## src/rtl/transmit_delay_scheduler_pkg.sv

```systemverilog
// Shared types and default widths for the transmit delay scheduler.
// Optional feature macro: TX_DELAY_SCHED_MASK_EN (per-element fire mask).
package tx_sched_pkg;

   localparam int NUM_ELEMENTS_DEF = 64;
   localparam int DW_N_INTEGER_DEF = 13;
   localparam int DW_FRACTION_DEF  = 4;

   // Rounded integer delay carries one extra bit for the round-up carry.
   localparam int DW_DELAY_DEF = DW_N_INTEGER_DEF + 1;
   localparam int DW_TIMER_DEF = DW_N_INTEGER_DEF + 2;

   typedef enum logic [1:0] {
      ST_IDLE,
      ST_FIRING,
      ST_DONE
   } state_e;

   typedef logic [DW_DELAY_DEF-1:0] delay_t;

   function automatic int delay_max(input int dw_int);
      return (1 << (dw_int + 1)) - 1;
   endfunction

endpackage

```

## src/rtl/transmit_delay_scheduler_if.sv

```systemverilog
// Handshake bundle between the delay array, the trigger source and the scheduler.
// Optional feature macro: TX_DELAY_SCHED_MASK_EN adds element_mask.
interface transmit_delay_scheduler_if #(
   parameter int NUM_ELEMENTS = 64,
   parameter int DW_N         = 18
);

   logic [NUM_ELEMENTS-1:0][DW_N-1:0] n_in;
   logic                              n_valid;
   logic                              ack;
   logic                              start;
   logic [NUM_ELEMENTS-1:0]           fire;
   logic                              transmit_done;
   logic                              busy;
   logic                              underrun;
`ifdef TX_DELAY_SCHED_MASK_EN
   logic [NUM_ELEMENTS-1:0]           element_mask;

   modport master (
      output n_in, n_valid, start, element_mask,
      input  ack, fire, transmit_done, busy, underrun
   );

   modport slave (
      input  n_in, n_valid, start, element_mask,
      output ack, fire, transmit_done, busy, underrun
   );
`else
   modport master (
      output n_in, n_valid, start,
      input  ack, fire, transmit_done, busy, underrun
   );

   modport slave (
      input  n_in, n_valid, start,
      output ack, fire, transmit_done, busy, underrun
   );
`endif

endinterface

```

## src/rtl/transmit_delay_scheduler_delay_round_sat.sv

```systemverilog
// Rounds one fixed-point delay to whole clock ticks (half rounds up) and
// saturates the result to the integer delay range.
module delay_round_sat #(
   parameter int DW_N_INTEGER = 13,
   parameter int DW_FRACTION  = 4
) (
   input  logic [DW_N_INTEGER+DW_FRACTION:0] n_i,
   output logic [DW_N_INTEGER:0]             d_o
);

   localparam int DW_D = DW_N_INTEGER + 1;

   logic [DW_D:0] sum;

   assign sum = {1'b0, n_i[DW_N_INTEGER+DW_FRACTION:DW_FRACTION]}
              + {{DW_D{1'b0}}, n_i[DW_FRACTION-1]};

   assign d_o = sum[DW_D] ? {DW_D{1'b1}} : sum[DW_D-1:0];

endmodule

```

## src/rtl/transmit_delay_scheduler.sv

```systemverilog
// Double-buffered delay scheduler: captures rounded delays, fires one pulse per
// element at its tick on start. Optional macro: TX_DELAY_SCHED_MASK_EN.
//
// state     | meaning
// ----------+----------------------------------------------------------
// ST_IDLE   | waiting for start; start without shadow data -> underrun
// ST_FIRING | timer running, elements pulse fire when timer hits delay
// ST_DONE   | one cycle issuing transmit_done, then back to idle
module transmit_delay_scheduler
   import tx_sched_pkg::*;
#(
   parameter int NUM_ELEMENTS = NUM_ELEMENTS_DEF,
   parameter int DW_N_INTEGER = DW_N_INTEGER_DEF,
   parameter int DW_FRACTION  = DW_FRACTION_DEF
) (
   input logic                        clk,
   input logic                        rst,
   transmit_delay_scheduler_if.slave  bus
);

   localparam int DW_D = DW_N_INTEGER + 1;
   localparam int DW_T = DW_N_INTEGER + 2;

   logic [NUM_ELEMENTS-1:0][DW_D-1:0] d_round;
   logic [NUM_ELEMENTS-1:0][DW_D-1:0] shadow_q;
   logic [NUM_ELEMENTS-1:0][DW_D-1:0] active_q;
   logic                              shadow_valid_q;
   state_e                            state_q;
   logic [DW_T-1:0]                   timer_q;
   logic [NUM_ELEMENTS-1:0]           fired_q;
   logic [NUM_ELEMENTS-1:0]           fired_d;
   logic [NUM_ELEMENTS-1:0]           fire_q;
   logic [NUM_ELEMENTS-1:0]           fire_d;
   logic [NUM_ELEMENTS-1:0]           mask_start;
   logic                              ack_q;
   logic                              done_q;
   logic                              busy_q;
   logic                              underrun_q;
   logic                              capture;
   logic                              accept;

   for (genvar g = 0; g < NUM_ELEMENTS; g++) begin : g_round
      delay_round_sat #(
         .DW_N_INTEGER (DW_N_INTEGER),
         .DW_FRACTION  (DW_FRACTION)
      ) u_round (
         .n_i (bus.n_in[g]),
         .d_o (d_round[g])
      );
   end

`ifdef TX_DELAY_SCHED_MASK_EN
   assign mask_start = bus.element_mask;
`else
   assign mask_start = '1;
`endif

   // Shadow can only be full when a copy is accepted, so copy wins naturally.
   assign capture = bus.n_valid && !shadow_valid_q;
   assign accept  = (state_q == ST_IDLE) && bus.start && shadow_valid_q;

   always_comb begin
      fire_d = '0;
      for (int i = 0; i < NUM_ELEMENTS; i++) begin
         fire_d[i] = (timer_q == {1'b0, active_q[i]}) && !fired_q[i];
      end
      fired_d = fired_q | fire_d;
   end

   always_ff @(posedge clk) begin
      if (rst) begin
         shadow_valid_q <= 1'b0;
         shadow_q       <= '0;
         ack_q          <= 1'b0;
      end else begin
         ack_q <= capture;
         if (capture) begin
            shadow_q       <= d_round;
            shadow_valid_q <= 1'b1;
         end else if (accept) begin
            shadow_valid_q <= 1'b0;
         end
      end
   end

   always_ff @(posedge clk) begin
      if (rst) begin
         state_q    <= ST_IDLE;
         timer_q    <= '0;
         fired_q    <= '0;
         active_q   <= '0;
         fire_q     <= '0;
         done_q     <= 1'b0;
         busy_q     <= 1'b0;
         underrun_q <= 1'b0;
      end else begin
         fire_q     <= '0;
         done_q     <= 1'b0;
         underrun_q <= 1'b0;
         busy_q     <= (state_q == ST_FIRING);
         case (state_q)
            ST_IDLE: begin
               if (bus.start) begin
                  if (shadow_valid_q) begin
                     active_q <= shadow_q;
                     fired_q  <= ~mask_start;
                     timer_q  <= '0;
                     state_q  <= ST_FIRING;
                  end else begin
                     underrun_q <= 1'b1;
                  end
               end
            end
            ST_FIRING: begin
               fire_q  <= fire_d;
               fired_q <= fired_d;
               timer_q <= timer_q + 1'b1;
               if (&fired_d) begin
                  state_q <= ST_DONE;
               end
            end
            ST_DONE: begin
               done_q  <= 1'b1;
               state_q <= ST_IDLE;
            end
            default: state_q <= ST_IDLE;
         endcase
      end
   end

   assign bus.ack           = ack_q;
   assign bus.fire          = fire_q;
   assign bus.transmit_done = done_q;
   assign bus.busy          = busy_q;
   assign bus.underrun      = underrun_q;

endmodule

```

## src/flat_wrapper.sv

```systemverilog
// flat-port wrapper written by rule: the top's interface ports become plain ports
module transmit_delay_scheduler_flat import tx_sched_pkg::*;
#(
   parameter int NUM_ELEMENTS = NUM_ELEMENTS_DEF,
   parameter int DW_N_INTEGER = DW_N_INTEGER_DEF,
   parameter int DW_FRACTION  = DW_FRACTION_DEF
)
  (clk, rst, bus_n_in, bus_n_valid, bus_start, bus_ack, bus_fire, bus_transmit_done, bus_busy, bus_underrun);
  transmit_delay_scheduler_if #(.NUM_ELEMENTS(NUM_ELEMENTS), .DW_N(((13) + (4) + 1))) bus_i ();
  input logic clk;
  input logic rst;
  input wire logic [$bits(bus_i.n_in)-1:0] bus_n_in;
  input wire logic [$bits(bus_i.n_valid)-1:0] bus_n_valid;
  input wire logic [$bits(bus_i.start)-1:0] bus_start;
  output wire logic [$bits(bus_i.ack)-1:0] bus_ack;
  output wire logic [$bits(bus_i.fire)-1:0] bus_fire;
  output wire logic [$bits(bus_i.transmit_done)-1:0] bus_transmit_done;
  output wire logic [$bits(bus_i.busy)-1:0] bus_busy;
  output wire logic [$bits(bus_i.underrun)-1:0] bus_underrun;
  assign bus_i.n_in = bus_n_in;
  assign bus_i.n_valid = bus_n_valid;
  assign bus_i.start = bus_start;
  assign bus_ack = bus_i.ack;
  assign bus_fire = bus_i.fire;
  assign bus_transmit_done = bus_i.transmit_done;
  assign bus_busy = bus_i.busy;
  assign bus_underrun = bus_i.underrun;
  transmit_delay_scheduler #(.NUM_ELEMENTS(NUM_ELEMENTS), .DW_N_INTEGER(DW_N_INTEGER), .DW_FRACTION(DW_FRACTION)) u_core (.clk(clk), .rst(rst), .bus(bus_i));
endmodule
```

## config.mk

```make
export PLATFORM = sky130hd
export DESIGN_NAME = transmit_delay_scheduler_flat
export DESIGN_NICKNAME = d
export VERILOG_FILES = /design/src/rtl/transmit_delay_scheduler_pkg.sv /design/src/rtl/transmit_delay_scheduler_if.sv /design/src/rtl/transmit_delay_scheduler_delay_round_sat.sv /design/src/rtl/transmit_delay_scheduler.sv /design/src/flat_wrapper.sv
export SDC_FILE = /design/constraint.sdc
export NUM_CORES = 2
export LEC_CHECK = 0
export BUFFER_PORTS_ARGS = -buffer_cell sky130_fd_sc_hd__buf_2
export CAP_MARGIN = 20
export CELL_PAD_IN_SITES_DETAIL_PLACEMENT = 0
export CELL_PAD_IN_SITES_GLOBAL_PLACEMENT = 2
export CORE_ASPECT_RATIO = 0.9
export CORE_UTILIZATION = 35
export CTS_CLUSTER_DIAMETER = 60
export CTS_CLUSTER_SIZE = 28
export DETAILED_ROUTE_END_ITERATION = 10
export PLACE_DENSITY = 0.85
export REMOVE_ABC_BUFFERS = 1
export SLEW_MARGIN = 20
export SYNTH_ARGS = -nofsm -noshare
export SYNTH_HDL_FRONTEND = slang
export SYNTH_SLANG_ARGS = --single-unit
export TNS_END_PERCENT = 50
```

## constraint.sdc

```tcl
create_clock -name clk -period 3.2 [get_ports clk]
set_clock_uncertainty 0.15 [all_clocks]
set_input_delay 0.64 -clock clk [delete_from_list [all_inputs] [get_ports clk]]
set_output_delay 0.64 -clock clk [all_outputs]
set_load 0.01 [all_outputs]
```

* Yosys cells after proc, flatten, opt, wreduce, memory -nomap -nowiden
Cells that the tools add are included.
** Cells by class
- Muxes and demuxes :: 78
- Add/subtract/negate cells :: 65
- Bitwise logic cells :: 4
- Reduce and logical (&&, ||, !) cells :: 141
- Equal/unequal tests :: 69
** Operators with widths (number)
- 14-bit by 1-bit adder with 15-bit output :: 64
- 15-bit by 14-bit equality test with 1-bit output :: 64
- 14-bit 2-to-1 mux :: 64
- 64-bit 2-to-1 mux :: 2
- 64-bit one-hot mux with 2 select lines :: 1
- 1-bit logical AND :: 67
- 1-bit logical NOT :: 65
- 64-bit bitwise OR :: 1
- 64-bit AND reduction :: 1
- 15-bit 2-to-1 mux :: 2
- 15-bit one-hot mux with 2 select lines :: 1
- 15-bit by 1-bit adder with 15-bit output (second input constant) :: 1
- 3-bit AND reduction :: 3
- 2-bit 2-to-1 mux :: 3
- 1-bit 2-to-1 mux :: 4
- 2-bit != test (second input constant) :: 2
- 2-bit one-hot mux with 2 select lines :: 1
- 2-bit nonzero test :: 2
- 1-bit inverter :: 3
- 3-bit OR reduction :: 1
- 2-bit by 1-bit equality test with 1-bit output (second input constant) :: 1
- 2-bit equality test (second input constant) :: 1
- 2-bit logical NOT :: 1
- 2-bit by 1-bit != test with 1-bit output (second input constant) :: 1
- 2-bit OR reduction :: 1
** Storage, ports and cells
- Output and inout bits :: 68
- Bits in registers :: 1942

* Depth between registers and ports, before layout
- Depth in word-level cells :: 6
- Mapped depth :: 12
- Mapped depth without buffers :: 9

* By module
A second synthesis with hierarchy kept.
** Unflattened totals
- Cell total of the unflattened synthesis :: 13213
- Area total of the unflattened synthesis :: 100342.5 sq um
** Modules (own cells, without submodules)
- transmit_delay_scheduler :: area an instance 76399.5 sq um, times used 1, sequential area each 38877.3 sq um, cells an instance 9629
- delay_round_sat :: area an instance 374.1 sq um, times used 64, sequential area each 0.0 sq um, cells an instance 56

* Least setup slack after synthesis
OpenSTA, ideal clock, no wires.
- Path type :: input -> register
- Start :: in bus_n_in[129]
- End :: reg u_core.shadow_q[101] in the netlist's numbering
- Arrival time :: 2.524 ns
- Setup slack :: 0.389 ns
- Data required time :: 2.913 ns
- Stages :: 9
- Cell sequence :: ha_1 -> ha_1 -> and3_1 -> and3_1 -> and3_1 -> and3_1 -> a31oi_1 -> clkbuf_1 -> a211oi_1
** On the way
- Cells in the longest elaborated chain, start to end :: 2
** RTL lines
- start, declared :: RTL line flat_wrapper.sv:12 : input wire logic [$bits(bus_i.n_in)-1:0] bus_n_in;
- 14-bit by 1-bit adder with 15-bit output :: RTL line transmit_delay_scheduler_delay_round_sat.sv:16 : + {{DW_D{1'b0}}, n_i[DW_FRACTION-1]};
- 14-bit 2-to-1 mux :: RTL line transmit_delay_scheduler_delay_round_sat.sv:18 : assign d_o = sum[DW_D] ? {DW_D{1'b1}} : sum[DW_D-1:0];
- end signal, assigned :: RTL line transmit_delay_scheduler.sv:78 : shadow_q <= d_round;
- end, declared :: RTL line transmit_delay_scheduler.sv:25 : logic [NUM_ELEMENTS-1:0][DW_D-1:0] shadow_q;
No other way between the ends.
A chain may end at the register's enable or synchronous reset.

* Worst setup path after layout
- Start :: reg u_core.timer_q[2]
- End :: reg u_core.state_q[0]
** On the way
- Cells in the longest elaborated chain, start to end :: 6
- Elaborated cells on any way between the ends :: 132
- Classes of those cells :: eq/ne: 65; bitwise: 1; reduce/logical: 66
** RTL lines
- start, declared :: RTL line transmit_delay_scheduler.sv:29 : logic [DW_T-1:0] timer_q;
- start signal, assigned :: RTL line transmit_delay_scheduler.sv:117 : timer_q <= timer_q + 1'b1;
- 15-bit by 14-bit equality test with 1-bit output :: RTL line transmit_delay_scheduler.sv:65 : fire_d[i] = (timer_q == {1'b0, active_q[i]}) && !fired_q[i];
- 1-bit logical AND :: RTL line transmit_delay_scheduler.sv:65
- 64-bit bitwise OR * :: RTL line transmit_delay_scheduler.sv:67 : fired_d = fired_q | fire_d;
- 64-bit AND reduction * :: RTL line transmit_delay_scheduler.sv:118 : if (&fired_d) begin
- 2-bit != test (no line) *
- 3-bit AND reduction (no line) *
- end signal, assigned :: RTL line transmit_delay_scheduler.sv:119 : state_q <= ST_DONE;
- end signal, assigned :: RTL line transmit_delay_scheduler.sv:124 : state_q <= ST_IDLE;
- end signal, assigned :: RTL line transmit_delay_scheduler.sv:126 : default: state_q <= ST_IDLE;
- end, declared :: RTL line transmit_delay_scheduler.sv:28 : state_e state_q;
Mark *: on every way between the ends. The rest lies on a longest branch, timed or not.

==> out/qor.yml <==
clk_pin_slew_worst_paths_ns: 0.08
synth_top_area_share_pct: 43.4
io_buffers: 1031
max_slew.worst_pin.slew_ns: 1.08
fin_setup_tns_ns: -0.0673
crit_path_top_delay_cell: "dfxtp_4"
timing.rr.end: "u_core.state_q[0]"
power_leakage_uw: 0.0444
place_ws_ns: -0.354
rr_startpoint: "u_core.timer_q[2]"
required_ns: 3.70
finalHoldViolCount: 0
min_delay_worst_endpoint: "u_core.shadow_q[711]"
wl_per_cell_um: 21.4
place_congestion: 0.894
mappedNetlistArea_mm2: 0.0895
failed_checks: "setup timing"
r2r_slack_ns: -0.05
htreeDepth: 4
syn2layout_area_growth_pct: 23.8
track_usage_pct: 24.6
status: "complete, but fails checks"
critPathLaunchType: "flop"
maxSlewViolCount: 0
drt-initial-drc-count: 6335
first_pass_iters: 6
fin_cells: 15479
synth-edff-count: 0
worstPathArrival_ns: 3.76
grt_remaining_overflow: 0
dpl.cell_count: 14654
whs_path_depth: 3
num-nets-final: 13239
vias: 79739
synth_async_sr_flop_share_pct: 0
yosys_warnings: 0
rows: 175
synth-main-ff-cell: "dfxtp_1"
power_density_mw_per_mm2: 499
place_hpwl_um: 243000
finalCriticalPeriod_ns: 3.25
grt_pass1_wl_um: 481000
max_freq_ghz: 0.307
path_class: "flop to flop"
synth_area_per_cell_um2: 8.44
viasPerCell: 5.15
crit_path_max_incr_delay_ns: 0.45
cts_tree: "done"
final_layout_size_suffix_gt1_share_pct: 15.5
start_util_pct: 35.3
yosysSeqAreaShare_pct: 43.4
grt_max_degree: 206
rsz0062_at_grt: "yes"
yosysMostFrequentCell: "dfxtp_1"
hold_start: "bus_n_in[915]"
drv_cap: 0
peakVddDrop_mv: 0.510
die_h_um: 482
antenna_found_initial: 65
yosys-top-cells-count: "dfxtp_1 (1942), nand2_1 (1837), xnor2_1 (1081)"
cts_buffer_depth: 3
timing.final.crit_share_pct: 102
clock_sinks: 1942
yosys.area.top_type: "dfxtp_1"
root_buffer: "clkbuf_16"
die-area_mm2: 0.258
total_power_uw: 55300
finalWorstSetupSlack_ns: -0.0529
grt_pass1_vias: 76116
drcViolationCount: 0
fp.dieW_um: 535
coreArea_mm2: 0.254
syn_inst: 10602
crit_chain: "buf_12 -> buf_4 -> xnor2_1 -> nand4_1 -> nor4_1 -> buf_4 -> a31oi_1 -> a2111oi_0 -> nand4_1 -> nor4_4 -> a211oi_1"
cts_made_buffers: 148
ys_ff_latch: 1942
synth_area_leaders: "dfxtp_1 (43%), xnor2_1 (11%), nand2_1 (7.7%)"
final-setup-viol-count: 2
hold_path.class: "primary input to flop"
ys_types: 45
crit_fanout: 8
clock_latency_ns: 0.84
max_slew_margin_pct: 28.3
ant_nets: 0
cp-end-kind: "flop"
r2r_cells: 11
pin_count: 1224
wl_um: 331000
==> power by group <==
group          internal, µW  total [µW]  switching (µW)  leakage (µW)
Clock                 10200       20500           10300       0.00255
Combinational          3470        8260            4800        0.0259
Sequential            25500       26500            1020        0.0159
Total                 39200       55300           16100        0.0444
==> cell type report <==
class | count | area [µm²]
fill | 25296 | 143000
multi-input combinational | 7799 | 47200
sequential | 1942 | 38900
timing repair buffer | 1919 | 14500
tap | 3363 | 4210
clock buffer | 170 | 3950
clock inverter | 105 | 1370
inverter | 144 | 541
antenna | 37 | 92.6
==> worst max-delay path by stage <==
stage / endpoint / cells past startpoint / from
6_report: u_core.state_q[0] / 11 / u_core.timer_q[2]
5_1_grt: u_core.state_q[0] / 12 / u_core.timer_q[2]
4_1_cts: u_core.state_q[0] / 12 / u_core.timer_q[7]
2_1_floorplan: u_core.active_q[0] / 4 / bus_start
3_5_place_dp: u_core.state_q[0] / 11 / u_core.timer_q[5]
3_3_place_gp: u_core.state_q[0] / 11 / u_core.timer_q[5]
==> state kept, by name, summed over array words and instances (netlist names) <==
signal and count:
u_core.timer_q 15, u_core.state_q 2, u_core.bus.underrun 1, u_core.bus.transmit_done 1, u_core.bus.ack 1, u_core.shadow_valid_q 1, u_core.active_q 896, u_core.bus.fire 64
u_core.fired_q 64, u_core.shadow_q 896, u_core.bus.busy 1
==> what timing repair did <==
item | in CTS | in global routing
hold endpoints to repair | 427 | 0
gates resized for setup | 21 | 48
buffers inserted | 12 | 79
endpoints found under the setup margin | 2 | 2
hold buffers | 420 | 0
pin swaps | 5 | 9
cloned | 1 | 1
==> routing by layer <==
metal	routed length (µm)	share of wire [%]	GRT usage, %
met2	147000	44	38.9
met3	18000	5.4	3.19
met1	154000	46	34.2
met4	12000	3.6	8.60
met5	127	0.038	0
==> cells in the final DEF (no fill, tap or decap), types with 30 or more instances in the layout <==
cell type	synthesis	routed
clkbuf_16	0	153
a31oi_1	66	64
nand3_1	252	250
dfxtp_1	1942	1927
xor2_1	583	583
dlygate4sd3_1	0	420
xnor2_1	1081	1081
nand2_1	1837	1837
nor4_1	85	65
nor2_1	1002	1000
a22oi_1	30	30
buf_2	37	1030
buf_4	12	341
nor3b_1	40	39
diode_2	0	37
a21oi_1	930	930
inv_1	144	144
nor4_2	26	33
buf_12	2	107
nand4_1	121	121
ha_1	129	129
and3_1	570	570
a211oi_1	894	890
==> metrics by stage <==
stage	cell area [µm²]	util, %	hold WS (ns)
final	111000	43.7	0.0535
after global routing	111000	43.7	0.0166
after CTS	110000	43.3	0.000212
after detailed placement	100000	39.4	0.287
after global placement	100000	39.4	0.281
after floorplan	86300	-	0.270
==> critical path, delay by kind of cell, from the launching register on <==
family	cells	cell delay [ns]
flip-flops	1	0.45
buffers and inverters	3	0.61
AO/OA/AOI/OAI	3	0.70
AND/OR/NAND/NOR	4	1.05
XOR/XNOR	1	0.14
==> kinds of logic after synthesis <==
family / Yosys count / synth area share [%]
AND/OR/NAND/NOR: 4035 / 20.3
flip-flops: 1942 / 43.4
buffers and inverters: 861 / 4.24
XOR/XNOR: 1666 / 16.3
adder cells (fa/ha/maj): 129 / 1.80
AO/OA/AOI/OAI: 1969 / 13.9
No activity file was read; power rests on OpenSTA's default activity.
